--- src/rtl/mdu_seq.sv ---
// mdu_seq: multi-cycle shift-add multiply / restoring divide sequencer.
// Revision 1.0
`default_nettype none

module mdu_seq #(
  parameter int XLEN = 64
) (
  input  logic            clk,
  input  logic            rst,
  input  logic            in_valid,
  output logic            in_ready,
  input  logic [2:0]      in_op,
  input  logic [XLEN-1:0] in_opnum1,
  input  logic [XLEN-1:0] in_opnum2,
  input  logic            kill,
  output logic            out_valid,
  input  logic            out_ready,
  output logic [XLEN-1:0] out_result,
  output logic            busy
);

  localparam int CW = $clog2(XLEN);

  typedef enum logic [1:0] {IDLE, CALC, FIX, DONE} state_e;

  state_e          state_q;
  logic [CW-1:0]   cnt_q;
  logic            is_div_q, is_rem_q, sgn_q, neg_quo_q, neg_rem_q;
  logic [XLEN-1:0] a_q, b_q, acc_q, res_q;

  // Request decode; reserved opcodes 5..7 fall through to MUL.
  logic            div_in, rem_in, sgn_in, a_neg, b_neg, div0_in, ovf_in;
  logic [XLEN-1:0] a_mag, b_mag;

  assign div_in  = (in_op == 3'd1) || (in_op == 3'd2) || (in_op == 3'd3) || (in_op == 3'd4);
  assign rem_in  = (in_op == 3'd3) || (in_op == 3'd4);
  assign sgn_in  = (in_op == 3'd1) || (in_op == 3'd3);
  assign a_neg   = sgn_in && in_opnum1[XLEN-1];
  assign b_neg   = sgn_in && in_opnum2[XLEN-1];
  assign a_mag   = a_neg ? -in_opnum1 : in_opnum1;
  assign b_mag   = b_neg ? -in_opnum2 : in_opnum2;
  assign div0_in = div_in && (in_opnum2 == '0);
  assign ovf_in  = sgn_in && (in_opnum1 == {1'b1, {(XLEN-1){1'b0}}}) && (in_opnum2 == '1);

  // One iteration of each datapath, plus the sign fix-up of the final result.
  logic [XLEN:0]   rem_sh;
  logic            rem_ge;
  logic [XLEN-1:0] rem_d, mul_acc_d, fix_res_d;

  assign rem_sh    = {acc_q, a_q[XLEN-1]};
  assign rem_ge    = rem_sh >= {1'b0, b_q};
  assign rem_d     = rem_ge ? (rem_sh[XLEN-1:0] - b_q) : rem_sh[XLEN-1:0];
  assign mul_acc_d = b_q[0] ? (acc_q + a_q) : acc_q;

  always_comb begin
    fix_res_d = acc_q;
    if (is_div_q) begin
      if (is_rem_q) fix_res_d = (sgn_q && neg_rem_q) ? -acc_q : acc_q;
      else          fix_res_d = (sgn_q && neg_quo_q) ? -a_q : a_q;
    end
  end

  always_ff @(posedge clk) begin
    if (rst) begin
      state_q   <= IDLE;
      cnt_q     <= '0;
      is_div_q  <= 1'b0;
      is_rem_q  <= 1'b0;
      sgn_q     <= 1'b0;
      neg_quo_q <= 1'b0;
      neg_rem_q <= 1'b0;
      a_q       <= '0;
      b_q       <= '0;
      acc_q     <= '0;
      res_q     <= '0;
    end else begin
      case (state_q)
        IDLE: begin
          if (in_valid && !kill) begin
            is_div_q  <= div_in;
            is_rem_q  <= rem_in;
            sgn_q     <= sgn_in;
            neg_quo_q <= a_neg ^ b_neg;
            neg_rem_q <= a_neg;
            a_q       <= div_in ? a_mag : in_opnum1;
            b_q       <= div_in ? b_mag : in_opnum2;
            acc_q     <= '0;
            if (div0_in) begin
              res_q   <= rem_in ? in_opnum1 : '1;
              state_q <= DONE;
            end else if (ovf_in) begin
              res_q   <= rem_in ? '0 : in_opnum1;
              state_q <= DONE;
            end else begin
              cnt_q   <= CW'(XLEN-1);
              state_q <= CALC;
            end
          end
        end
        CALC: begin
          if (kill) begin
            state_q <= IDLE;
            cnt_q   <= '0;
          end else begin
            if (is_div_q) begin
              acc_q <= rem_d;
              a_q   <= {a_q[XLEN-2:0], rem_ge};
            end else begin
              acc_q <= mul_acc_d;
              a_q   <= a_q << 1;
              b_q   <= b_q >> 1;
            end
            cnt_q <= cnt_q - CW'(1);
            if (cnt_q == '0) state_q <= FIX;
          end
        end
        FIX: begin
          if (kill) begin
            state_q <= IDLE;
          end else begin
            res_q   <= fix_res_d;
            state_q <= DONE;
          end
        end
        DONE: begin
          // result register is zeroed on exit so out_result reads 0 outside DONE
          if (kill || out_ready) begin
            res_q   <= '0;
            state_q <= IDLE;
          end
        end
        default: state_q <= IDLE;
      endcase
    end
  end

  assign in_ready   = (state_q == IDLE);
  assign out_valid  = (state_q == DONE);
  assign busy       = (state_q != IDLE);
  assign out_result = res_q;

endmodule

`default_nettype wire

--- config.mk ---
export PLATFORM = sky130hd
export DESIGN_NAME = mdu_seq
export DESIGN_NICKNAME = d
export VERILOG_FILES = /design/src/rtl/mdu_seq.sv
export SDC_FILE = /design/constraint.sdc
export NUM_CORES = 2
export LEC_CHECK = 0
export ABC_AREA = 1
export BUFFER_PORTS_ARGS = -buffer_cell sky130_fd_sc_hd__buf_2
export CORE_MARGIN = 10
export CORE_UTILIZATION = 38
export DETAILED_ROUTE_END_ITERATION = 8
export PLACE_DENSITY_LB_ADDON = 0.2
export SKIP_CTS_REPAIR_TIMING = 1
export SLEW_MARGIN = 25
export SYNTH_ARGS = -nofsm -noshare
export SYNTH_HDL_FRONTEND = slang
export SYNTH_SLANG_ARGS = --single-unit
--- constraint.sdc ---
create_clock -name clk -period 2.8 [get_ports clk]
set_input_delay 0 -clock clk [delete_from_list [all_inputs] [get_ports clk]]
set_output_delay 0 -clock clk [all_outputs]
set_load 0.02 [all_outputs]
==> reports/results.tsv <==
metric	value	unit
timing.critical_path.mode_cell	nand2_1	
finClkSkew	49.1	ps
synth-edff-count	0	
fin_nets	7651	
grt_pass1_vias	42200	
layout.cells.non_filler	8651	
clock_latency	630	ps
yosys_most_used_dff	dfxtp_1	
layout-drive-gt1-share	16.1	%
failed_checks	hold timing	
grt_max_degree	167	
core-area	91800	um^2
max_cap_viol_count	0	
path_cells	buf_4, ha_1, a21oi_1, nand2_1, nand2_1, nand2_1, a21oi_1, nand2_1, nand2_1, nand2_1, nand2_1, nand3_1, nand2_1, inv_1, nand2_1, a21oi_1	
syn-instance-count	6718	
numCtsBuffers	37	
clockBufferDepth	3	
dieArea	105000	um^2
grt_pass1_wl	292	mm
layout_commonest_cell	nand2_1	
relSlewSlack	18.0	%
cts_root_buf	clkbuf_16	
powerDensity	734	nW/um^2
clock-sinks	269	
cp_max_fo	7	
final-setup-viol-count	0	
num_rows	111	
rsz0062_at_grt	true	
syn_nets	6990	
first_pass_iters	9	
slew_violations	0	
drt-initial-drc-count	6664	
ys_seq_area_share	15.3	%
tns	0	ps
fp.dieH	324	um
drtAntennaViolNets	0	
min_period_over_period	98.2	%
synthXorXnorAreaFrac	3.56	%
max_stage_delay	430	ps
grt_overflow_total	0	
crit_slowest_cell	dfxtp_1	
hold_ws	-233	ps
path_class	flop to flop	
synthSimpleGateAreaFrac	45.0	%
dr_total_vias	48200	
crit_path_end_kind	flop	
worst_pin_slew	1220	ps
ys_types	56	
outcome	finished with violations	
arrival	3200	ps
leakagePower	21.8	nW
synthAdderAreaFrac	4.87	%
peakVddDrop	0.767	mV
io_pins	203	
die_w	324	um
gp_congestion	1.07	
async_flop_share	0	%
drc	0	
syn_area	35200	um^2
timing.fmax	364	MHz
avgSynthCellArea	5.24	um^2
grt_usage	36.8	%
worstPathRequired	3250	ps
ys_warn_count	0	
synth_compound_area_share	18.0	%
area_growth	25.7	%
start_util	38.4	%
routedWlPerCell	23.9	um
layout_common_cells	2113 x nand2_1, 885 x inv_1, 718 x nor2_1	
report.final.hold_viol_count	60	
antenna_found_initial	7	
yosys_register_bits	269	
place_hpwl	174	mm
critPathLaunchType	flop	
vias_per_cell	5.57	
io_buffers	202	
synthMuxAreaShare	0	%
synth_top_family_by_area	simple AND/OR/NAND/NOR gates	
htree_num_levels	2	
final.min_clock_period	2750	ps
wirelength	207	mm
place_inst	8534	
hold_path_class	primary input to flop	
cts_tree	done	
clk_pin_slew	60	ps
## worst max-delay path, delay by kind of cell, from the launching register on
kind                       cells  cell delay, ps
adders and majority gates      1             280
buffers and inverters          2             300
DFF                            1             430
AOI/OAI and AO/OA              3             500
and+or+nand+nor               10            1060
## power breakdown
group          internal (mW)  switching (mW)
sequential              4.56           0.747
combinational           7.23            14.7
clock                   3.07            2.18
total                   14.9            17.6
## final timing paths
kind | start | endpoint | slack (ps) | cells after the start
setup / recovery | acc_q[14]$_SDFFE_PP0P_ | acc_q[59]$_SDFFE_PP0P_ | 50 | 16
hold / removal | rst | b_q[43]$_SDFFE_PP0P_ | -230 | 2
setup reg to reg | acc_q[14]$_SDFFE_PP0P_ | acc_q[59]$_SDFFE_PP0P_ | 50 | 16
hold reg to reg | b_q[21]$_SDFFE_PP0P_ | b_q[21]$_SDFFE_PP0P_ | 460 | 2
## layer usage
| metal | global-route usage (%) | up-vias | share of wire, % |
|---|---|---|---|
| met5 | 0 | - | 0.0053 |
| met4 | 13.0 | 2 | 4.1 |
| met3 | 9.84 | 333 | 12 |
| met2 | 51.2 | 2696 | 39 |
| met1 | 53.2 | 22200 | 45 |
| li1 | - | 23000 | - |
## logic make-up after synthesis
family	count (synthesis)
compound gates	1174
simple gates	3804
flops	269
xor+xnor	143
fa+ha+maj	136
buf+inv	1192
## state kept, by name (all words and copies together), names as in the netlist
register	flops
out_result	64
cnt_q	6
sgn_q	1
b_q	64
is_div_q	1
is_rem_q	1
neg_rem_q	1
acc_q	64
state_q	2
a_q	64
neg_quo_q	1
## synth_stat cells, types with 4 or more instances
cell | number | share of area, %
nand2_1 | 2153 | 23
inv_1 | 901 | 9.6
nor2_1 | 758 | 8.1
a21oi_1 | 616 | 8.8
nand3_1 | 583 | 8.3
o21ai_0 | 332 | 4.7
dfxtp_1 | 269 | 15
clkbuf_1 | 138 | 1.5
ha_1 | 134 | 4.8
xor2_1 | 131 | 3.3
nand4_1 | 109 | 1.9
nor3_1 | 92 | 1.3
o21ai_1 | 61 | 0.87
o211ai_1 | 52 | 1.1
buf_2 | 47 | 0.67
o21bai_1 | 44 | 0.94
buf_1 | 43 | 0.46
inv_2 | 36 | 0.38
o221ai_1 | 22 | 0.55
nor4_1 | 20 | 0.36
nand3b_1 | 18 | 0.38
buf_6 | 15 | 0.48
nor2_2 | 14 | 0.25
nor2_4 | 12 | 0.38
o31ai_1 | 12 | 0.26
xnor2_1 | 12 | 0.30
nor3_2 | 11 | 0.31
nand2_2 | 10 | 0.18
clkinv_1 | 7 | 0.075
or2_2 | 6 | 0.11
a31oi_1 | 5 | 0.089
and2_1 | 5 | 0.089
nand3_2 | 5 | 0.14
a21boi_0 | 4 | 0.085
a221oi_1 | 4 | 0.099
o21ai_2 | 4 | 0.099
## cell type report
type	instances	area (um^2)
clock inverter	16	235
clock buffer	50	1040
tap	1243	1560
multi-input combinational	5257	25900
timing repair buffer	870	6530
sequential	269	5420
fill	10200	47500
inverter	944	3570
antenna	2	5.00
## metrics by stage
stage | hold WS [ps] | setup WS [ps] | power (mW) | area (um^2) | utilization [%]
2_1_floorplan | 161 | 576 | 16.4 | 35200 | -
3_3_place_gp | 356 | -70.0 | 25.8 | 41700 | 45.5
3_5_place_dp | 360 | -105 | 25.7 | 41700 | 45.5
4_1_cts | -287 | -128 | 31.1 | 43000 | 46.8
5_1_grt | -220 | -72.8 | 34.1 | 44300 | 48.2
6_report | -233 | 51.1 | 32.5 | 44300 | 48.2
(Power assumes the default switching activity.)
